==> config.mk <==
export PLATFORM = sky130hd
export DESIGN_NAME = vga_sync_capture
export DESIGN_NICKNAME = d
export VERILOG_FILES = /design/src/rtl/vga_sync_capture.sv
export SDC_FILE = /design/constraint.sdc
export NUM_CORES = 1
export LEC_CHECK = 0
export BUFFER_PORTS_ARGS = -buffer_cell sky130_fd_sc_hd__buf_2
export CORE_MARGIN = 2
export CORE_UTILIZATION = 45
export DETAILED_ROUTE_END_ITERATION = 8
export GPL_TIMING_DRIVEN = 0
export MAX_ROUTING_LAYER = met4
export PLACE_DENSITY = 0.65
export SYNTH_ARGS = -nofsm -noshare
export SYNTH_HDL_FRONTEND = slang
export SYNTH_SLANG_ARGS = --single-unit
==> constraint.sdc <==
create_clock -name VGA_CLK -period 4.75 [get_ports VGA_CLK]
set_input_delay 0.475 -clock VGA_CLK [delete_from_list [all_inputs] [get_ports VGA_CLK]]
set_output_delay 0.475 -clock VGA_CLK [all_outputs]
set_load 0.01 [all_outputs]
==> src/rtl/vga_sync_capture.sv <==
// rtl/vga_sync_capture.sv - VGA receive side: timing measurement, lock FSM, pixel coordinate recovery
module vga_sync_capture #(
  parameter int V_BP        = 31,
  parameter int V_ACTIVE    = 480,
  parameter int LOCK_FRAMES = 2
) (
  input  logic       VGA_CLK,
  input  logic       Reset,
  input  logic       VGA_HS,
  input  logic       VGA_VS,
  input  logic       VGA_BLANK_N,
  input  logic [7:0] Red,
  input  logic [7:0] Green,
  input  logic [7:0] Blue,
  output logic [9:0] Pix_X,
  output logic [9:0] Pix_Y,
  output logic       Pix_Valid,
  output logic [7:0] Red_o,
  output logic [7:0] Green_o,
  output logic [7:0] Blue_o,
  output logic       Locked,
  output logic [9:0] H_Total,
  output logic [9:0] V_Total,
  output logic [9:0] Act_Width,
  output logic       Frame_Done,
  output logic       Sync_Err
);

  typedef enum logic [1:0] {ST_SEARCH, ST_MEASURE, ST_VERIFY, ST_LOCKED} state_t;

  localparam logic [9:0] H_MAX    = 10'h3ff;
  localparam logic [9:0] ROW_BP   = 10'(V_BP);
  localparam logic [9:0] ROW_LAST = 10'(V_ACTIVE - 1);
  localparam logic [9:0] ROW_END  = 10'(V_ACTIVE);
  localparam logic [7:0] LOCK_N   = 8'(LOCK_FRAMES);

  state_t     state, state_n;
  logic       s1_hs, s1_vs, s1_blank;
  logic       p_hs, p_vs, p_blank;
  logic [7:0] s1_red, s1_green, s1_blue;
  logic       hs_fall, vs_fall, vs_rise, bl_rise, bl_fall;
  logic [9:0] h_cnt, line_cnt, last_period, hs_period;
  logic [9:0] run_cnt, x_cnt, x_n;
  logic [9:0] row, row_n, row_skip, row_skip_n;
  logic       rows_on, rows_on_n, row_started, row_started_n;
  logic [7:0] verify_cnt, verify_n;
  logic       violation, lock_ok, valid_n, done_n;

  assign hs_fall   = p_hs & ~s1_hs;
  assign vs_fall   = p_vs & ~s1_vs;
  assign vs_rise   = ~p_vs & s1_vs;
  assign bl_rise   = ~p_blank & s1_blank;
  assign bl_fall   = p_blank & ~s1_blank;
  assign hs_period = h_cnt + 10'd1;
  assign Locked    = (state == ST_LOCKED);
  assign lock_ok   = Locked & ~violation;

  always_ff @(posedge VGA_CLK) begin
    if (Reset) state <= ST_SEARCH;
    else       state <= state_n;
  end

  always_comb begin
    state_n   = state;
    verify_n  = verify_cnt;
    violation = 1'b0;
    case (state)
      ST_SEARCH: begin
        if (vs_fall) state_n = ST_MEASURE;
      end
      ST_MEASURE: begin
        if (h_cnt == H_MAX) begin
          violation = 1'b1;
        end else if (vs_fall) begin
          state_n  = ST_VERIFY;
          verify_n = 8'd0;
        end
      end
      ST_VERIFY, ST_LOCKED: begin
        if (h_cnt == H_MAX || (hs_fall && hs_period != H_Total) ||
            (vs_fall && line_cnt != V_Total)) begin
          violation = 1'b1;
        end else if (vs_fall && state == ST_VERIFY) begin
          verify_n = verify_cnt + 8'd1;
          if (verify_n >= LOCK_N) state_n = ST_LOCKED;
        end
      end
      default: state_n = ST_SEARCH;
    endcase
    if (violation) begin
      state_n  = ST_SEARCH;
      verify_n = 8'd0;
    end
  end

  // Row tracking is resolved combinationally so the row that starts on this
  // BLANK_N rise already applies to its first pixel.
  always_comb begin
    row_n         = row;
    row_skip_n    = row_skip;
    rows_on_n     = rows_on;
    row_started_n = row_started;
    if (vs_rise) begin
      row_n         = 10'd0;
      row_skip_n    = ROW_BP;
      rows_on_n     = 1'b0;
      row_started_n = 1'b0;
    end else if (bl_rise) begin
      if (row_skip != 10'd0) begin
        row_skip_n = row_skip - 10'd1;
      end else if (!row_started) begin
        row_started_n = 1'b1;
        rows_on_n     = 1'b1;
      end else if (rows_on) begin
        row_n = row + 10'd1;
      end
    end else if (bl_fall && rows_on && row == ROW_LAST) begin
      rows_on_n = 1'b0;
    end
    x_n     = bl_rise ? 10'd0 : x_cnt;
    valid_n = lock_ok & s1_blank & rows_on_n & (row_n < ROW_END);
    done_n  = lock_ok & bl_fall & rows_on & (row == ROW_LAST);
  end

  always_ff @(posedge VGA_CLK) begin
    if (Reset) begin
      s1_hs <= 1'b0; s1_vs <= 1'b0; s1_blank <= 1'b0;
      p_hs <= 1'b0; p_vs <= 1'b0; p_blank <= 1'b0;
      s1_red <= 8'd0; s1_green <= 8'd0; s1_blue <= 8'd0;
      h_cnt <= 10'd0; line_cnt <= 10'd0; last_period <= 10'd0;
      run_cnt <= 10'd0; x_cnt <= 10'd0;
      row <= 10'd0; row_skip <= 10'd0; rows_on <= 1'b0; row_started <= 1'b0;
      verify_cnt <= 8'd0;
      H_Total <= 10'd0; V_Total <= 10'd0; Act_Width <= 10'd0;
      Pix_X <= 10'd0; Pix_Y <= 10'd0; Pix_Valid <= 1'b0;
      Red_o <= 8'd0; Green_o <= 8'd0; Blue_o <= 8'd0;
      Frame_Done <= 1'b0; Sync_Err <= 1'b0;
    end else begin
      s1_hs    <= VGA_HS;
      s1_vs    <= VGA_VS;
      s1_blank <= VGA_BLANK_N;
      s1_red   <= Red;
      s1_green <= Green;
      s1_blue  <= Blue;
      p_hs     <= s1_hs;
      p_vs     <= s1_vs;
      p_blank  <= s1_blank;

      if (hs_fall)             h_cnt <= 10'd0;
      else if (h_cnt != H_MAX) h_cnt <= h_cnt + 10'd1;
      if (hs_fall) last_period <= hs_period;
      if (vs_fall)      line_cnt <= 10'd0;
      else if (hs_fall) line_cnt <= line_cnt + 10'd1;

      verify_cnt <= verify_n;
      Sync_Err   <= violation;
      if (state == ST_MEASURE && vs_fall && !violation) begin
        H_Total <= hs_fall ? hs_period : last_period;
        V_Total <= line_cnt;
      end

      if (bl_rise)       run_cnt <= 10'd1;
      else if (s1_blank) run_cnt <= run_cnt + 10'd1;
      if (bl_fall) Act_Width <= run_cnt;

      row         <= row_n;
      row_skip    <= row_skip_n;
      rows_on     <= rows_on_n;
      row_started <= row_started_n;
      x_cnt       <= s1_blank ? x_n + 10'd1 : x_n;

      Pix_Valid  <= valid_n;
      Frame_Done <= done_n;
      if (valid_n) begin
        Pix_X   <= x_n;
        Pix_Y   <= row_n;
        Red_o   <= s1_red;
        Green_o <= s1_green;
        Blue_o  <= s1_blue;
      end
    end
  end

endmodule

# Word level (Yosys, flattened, before mapping)
# Index checks and enable logic that the tools add are counted.
# totals
word_cells,135
reg_bits,189
inputBits,29
output_inout_bits,78
# classes
bitwise_logic,19
reduce_logical,27
n_mux,33
n_eq_ne,14
add_sub_neg,7
n_lt_le_gt_ge,2
# op_table
cell,n
10-bit 2-to-1 mux,8
"10-bit by 1-bit adder with 10-bit output, second input constant",5
8-bit 2-to-1 mux,4
10-bit inequality test,2
8-bit one-hot mux with 2 select lines,1
5-bit 2-to-1 mux,3
1-bit AND,12
2-bit 2-to-1 mux,6
"2-bit inequality test, second input constant",6
2-bit OR reduction,6
"10-bit == test, second input constant",1
"10-bit by 9-bit == test with 1-bit output, second input constant",1
"10-bit by 9-bit < comparator with 1-bit output, second input constant",1
"10-bit inequality test, second input constant",1
10-bit nonzero test,1
"10-bit by 1-bit subtractor with 10-bit output, second input constant",1
1-bit 2-to-1 mux,9
"8-bit by 1-bit adder with 8-bit output, second input constant",1
"8-bit by 2-bit >= comparator with 1-bit output, second input constant",1
2-bit nonzero test,4
1-bit logical AND,7
1-bit NOT,7
2-bit one-hot mux with 3 select lines,1
2-bit AND reduction,3
8 further kinds,10

# Longest topological paths before layout
# depth
ltp_word,12
depth_mapped,13

# Worst setup path after synthesis
# OpenSTA, ideal clock, no wires.
# synth_path
path_kind,flip-flop to flip-flop
startpoint,register row_skip[0]
endpoint,register Pix_Y[5]
slack_ps,1409
setup_time_ps,121
stages_incl_launch_ff,11
required_time_ps,4629
path_buffers,1
t_arrival_ps,3220
cell_sequence,dfxtp_1 -> inv_1 -> ha_1 -> or4b_1 -> buf_2 -> nor4b_1 -> nand4_1 -> xor2_1 -> o211ai_4 -> nor3_2 -> mux2_2
# synth_between
elab_chain_cells,6
elab_cells_between_ends,10
classes_between,order compare (1); mux (6); bitwise (2); reduce/logical (1)
# synth_rtl
item,line,rtl
start: declaration,44,"logic [9:0] row, row_n, row_skip, row_skip_n;"
start signal: assignment,167,row_skip <= row_skip_n;
10-bit nonzero test (*),109,if (row_skip != 10'd0) begin
10-bit 2-to-1 mux / 1-bit 2-to-1 mux (equally long branches),109,
10-bit 2-to-1 mux / 1-bit 2-to-1 mux (equally long branches),108,end else if (bl_rise) begin
10-bit 2-to-1 mux / 1-bit 2-to-1 mux (equally long branches),103,if (vs_rise) begin
10-bit by 9-bit < comparator with 1-bit output / 1-bit AND (equally long branches),121,valid_n = lock_ok & s1_blank & rows_on_n & (row_n < ROW_END);
1-bit AND,121,
end signal: assignment,176,Pix_Y <= row_n;
end: declaration,16,"output logic [9:0] Pix_Y,"
# Mark *: on every way between the ends. The rest lies on a longest branch, timed or not.
# A chain may end at the register's enable or synchronous reset.

# Final worst setup path
# layout_path
startpoint,register row_skip[0]
endpoint,register Pix_Y[6]
# The elaborated chain is that of the path after synthesis.

==> results.toml <==
[clock_tree]
cts.sinks = 189
cts-root-buf = "clkbuf_16"
cts-buffers-inserted = 17
cts_buffer_depth = 2
cts_tree = "done"
cts.hold.buffers_added = 0
ctsResizeCount = 0
clk_pin_slew_ns = 0.08
clk_latency_ns = 0.44
ctsHtreeMaxLevel = 4
cts_setup_buffers = 0

[timing]
setup-tns-final_ns = 0
min_period_ns = 4.13
rsz0062_at_grt = "no"
slew_headroom_pct = 19.0
setup_viol = 0
hold_slack_ns = 0.233
worstMarginPinSlew_ns = 1.20
finalMaxSlewViolations = 0
max_freq_mhz = 242
hold_violations = 0
fin_crit_sh_pct = 86.9
fin_skew_ns = 0.0104

[grt]
grt-ovfl-total = 0
grt_usage_pct = 22.2
grt_max_degree = 21
antenna_found_initial = 0
grt_pass1_vias = 6405
grt_pass1_wl_mm = 32.0

[floorplanning]
initial_core_util_pct = 46.0
fp-row-count = 48
core_area_um2 = 17400
die-area_um2 = 18800
die_h_um = 137
design.portCount = 107
die_x_um = 137

[worst_setup_path]
critPathKind = "reg -> reg"
critPathCaptureType = "register"
cp.arrival_ns = 4.46
reg2reg_slack_ns = 0.62
critical_path_buf_inv_count = 2
crit_slowest_cell = "nor4b_1"
reg2reg_to = "Pix_Y[6]"
critPathLaunchType = "register"
reg2reg_depth = 10
worst_ep_required_time_ns = 5.08
worst-path-max-fanout = 9
path_cells = "inv_1, ha_1, or4b_1, buf_2, nor4b_1, nand4_1, xor2_1, o211ai_4, nor3_2, mux2_2"
reg2reg_from = "row_skip[0]"
path_delay_family = "simple AND/OR/NAND/NOR gates"
crit_path_max_incr_delay_ns = 1.02

[job]
maxCapViolCount = 0

[synth]
synth_top_cell_area_share_pct = 47.4
synth_ff_type = "dfxtp_1"
syn_area_um2 = 7990
synth_most_common_cell = "dfxtp_1"
ys_async_sr_fraction_pct = 0
synth_nets = 948
synth_warnings = 0
synth_edf_count = 0
synth.area.top_cells = "dfxtp_1, a21oi_1, xor2_1, nand2_1, nor2_1"
synth_top_area_cell = "dfxtp_1"
synth_cell_types = 57
synth_seq_cells = 189
syn-instance-count = 911
synth.avg_cell_area_um2 = 8.77
synth_common_cells = "dfxtp_1, nand2_1, a21oi_1, nor2_1, clkbuf_1"
seq_area_frac_synth_pct = 47.4

[power]
power_mw = 3.21
peakVddDrop_uv = 281
powerDensity_nw_per_um2 = 341
leakage_nw = 3.67

[placement]
placed_cells = 1242
globalplace.congestion = 0.845
numPortBuffers = 106
hpwlAfterDp_mm = 13.7

[status]
status = "complete, no violations"

[routing]
initialDrtViolationCount = 509
vias_per_cell = 5.38
dr.pass1.iters = 6
post-route-drc-count = 0
wl_per_cell_um = 15.5
antenna_left = 0
vias = 6849
drt-total-wl_mm = 19.8

[cells_and_area]
diodes = 0
fin_cells = 1274
seqCellArea_um2 = 3780
multi_input_area_um2 = 3890
drive_above_1_share_pct = 15.0
syn2layout_area_growth_pct = 17.6
final_core_util_pct = 54.1
finalNetCount = 1073
nFillCells = 1673

[min_path]
hold_class = "in -> reg"
holdPathStages = 2
worstHoldStart = "Green[6]"
hold_end = "s1_green[6]"
-- cell families after synthesis --
kind of cell | share of synthesized area (%)
AOI/OAI and AO/OA | 15.2
xor gates and xnor gates | 7.02
adders and majority gates | 1.25
buffers and inverters | 3.98
DFF | 47.4
muxes | 0.658
and+or+nand+nor | 24.5
-- metrics by stage --
stage	worst slack, ns	instance area (µm²)
CTS	0.611	9400
global route	0.268	9400
detailed placement	0.586	8800
global placement	0.610	8800
finish	0.621	9400
floorplan	1.41	7990
-- worst max-delay path by stage --
stage,from,end,slack (ns),cells after the start
6_report,row_skip[0],Pix_Y[6],0.62,10
5_1_grt,row_skip[0],Pix_Y[6],0.27,10
4_1_cts,row_skip[0],Pix_Y[6],0.61,10
3_5_place_dp,row_skip[0],Pix_Y[6],0.59,10
3_3_place_gp,row_skip[0],Pix_Y[6],0.61,10
2_1_floorplan,row_skip[0],Pix_Y[5],1.41,10
-- sequential cells by signal, summed over array words and instances, names as in the netlist, 2 cells and up --
signal,flops
Red_o,8
h_cnt,10
Green_o,8
Pix_X,10
line_cnt,10
Pix_Y,10
state,2
row,10
V_Total,10
verify_cnt,8
s1_green,8
s1_red,8
Act_Width,10
last_period,10
run_cnt,10
Blue_o,8
H_Total,10
s1_blue,8
x_cnt,10
row_skip,10
-- placed cells by master (no fill, tap or decap), types with 11 or more instances in the layout --
| cell | synthesis | routed |
|---|---|---|
| nand2_1 | 97 | 97 |
| nor3_1 | 18 | 18 |
| clkbuf_1 | 57 | 57 |
| buf_2 | 2 | 108 |
| nor2_1 | 73 | 73 |
| dfxtp_1 | 189 | 189 |
| clkbuf_16 | 0 | 17 |
| xor2_1 | 43 | 43 |
| xnor2_1 | 21 | 21 |
| o21ai_0 | 18 | 18 |
| nand3_1 | 27 | 27 |
| a211oi_1 | 12 | 12 |
| and3_1 | 11 | 11 |
| a21oi_1 | 84 | 84 |
| nor2b_1 | 33 | 33 |
| nand4_1 | 41 | 41 |
| nand2b_1 | 13 | 13 |
| o31ai_1 | 36 | 36 |
| and2_1 | 13 | 13 |
-- layer usage --
metal	vias up	share of wire, %	track usage [%]	wire length, µm
met1	3210	46	28.8	9170
li1	3457	-	-	-
met5	-	0	-	0
met2	151	48	35.0	9430
met4	0	2.0	8.02	390
met3	31	3.9	3.83	770
-- final cells by class --
cell class,instances,area share [%]
buffer,69,2.98
clock buffer,17,4.53
clock inverter,15,1.80
inverter,10,0.400
multi-input combinational,643,41.4
sequential,189,40.3
tap,225,3.00
timing repair buffer,106,5.65
-- power breakdown --
| group | switching (mW) | leakage, nW | internal (mW) |
|---|---|---|---|
| sequential | 0.0173 | 1.53 | 1.61 |
| clock | 0.712 | 0.292 | 0.711 |
| combinational | 0.0944 | 1.85 | 0.0582 |
| total | 0.824 | 3.67 | 2.38 |
-- worst reg2reg max path, cell delays in order (launching register included) --
cell	delay [ns]
dfxtp_1	0.33
inv_1	0.06
ha_1	0.18
or4b_1	0.42
buf_2	0.17
nor4b_1	1.02
nand4_1	0.22
xor2_1	0.40
o211ai_4	0.17
nor3_2	0.63
mux2_2	0.42
(Power assumes the default switching activity.)
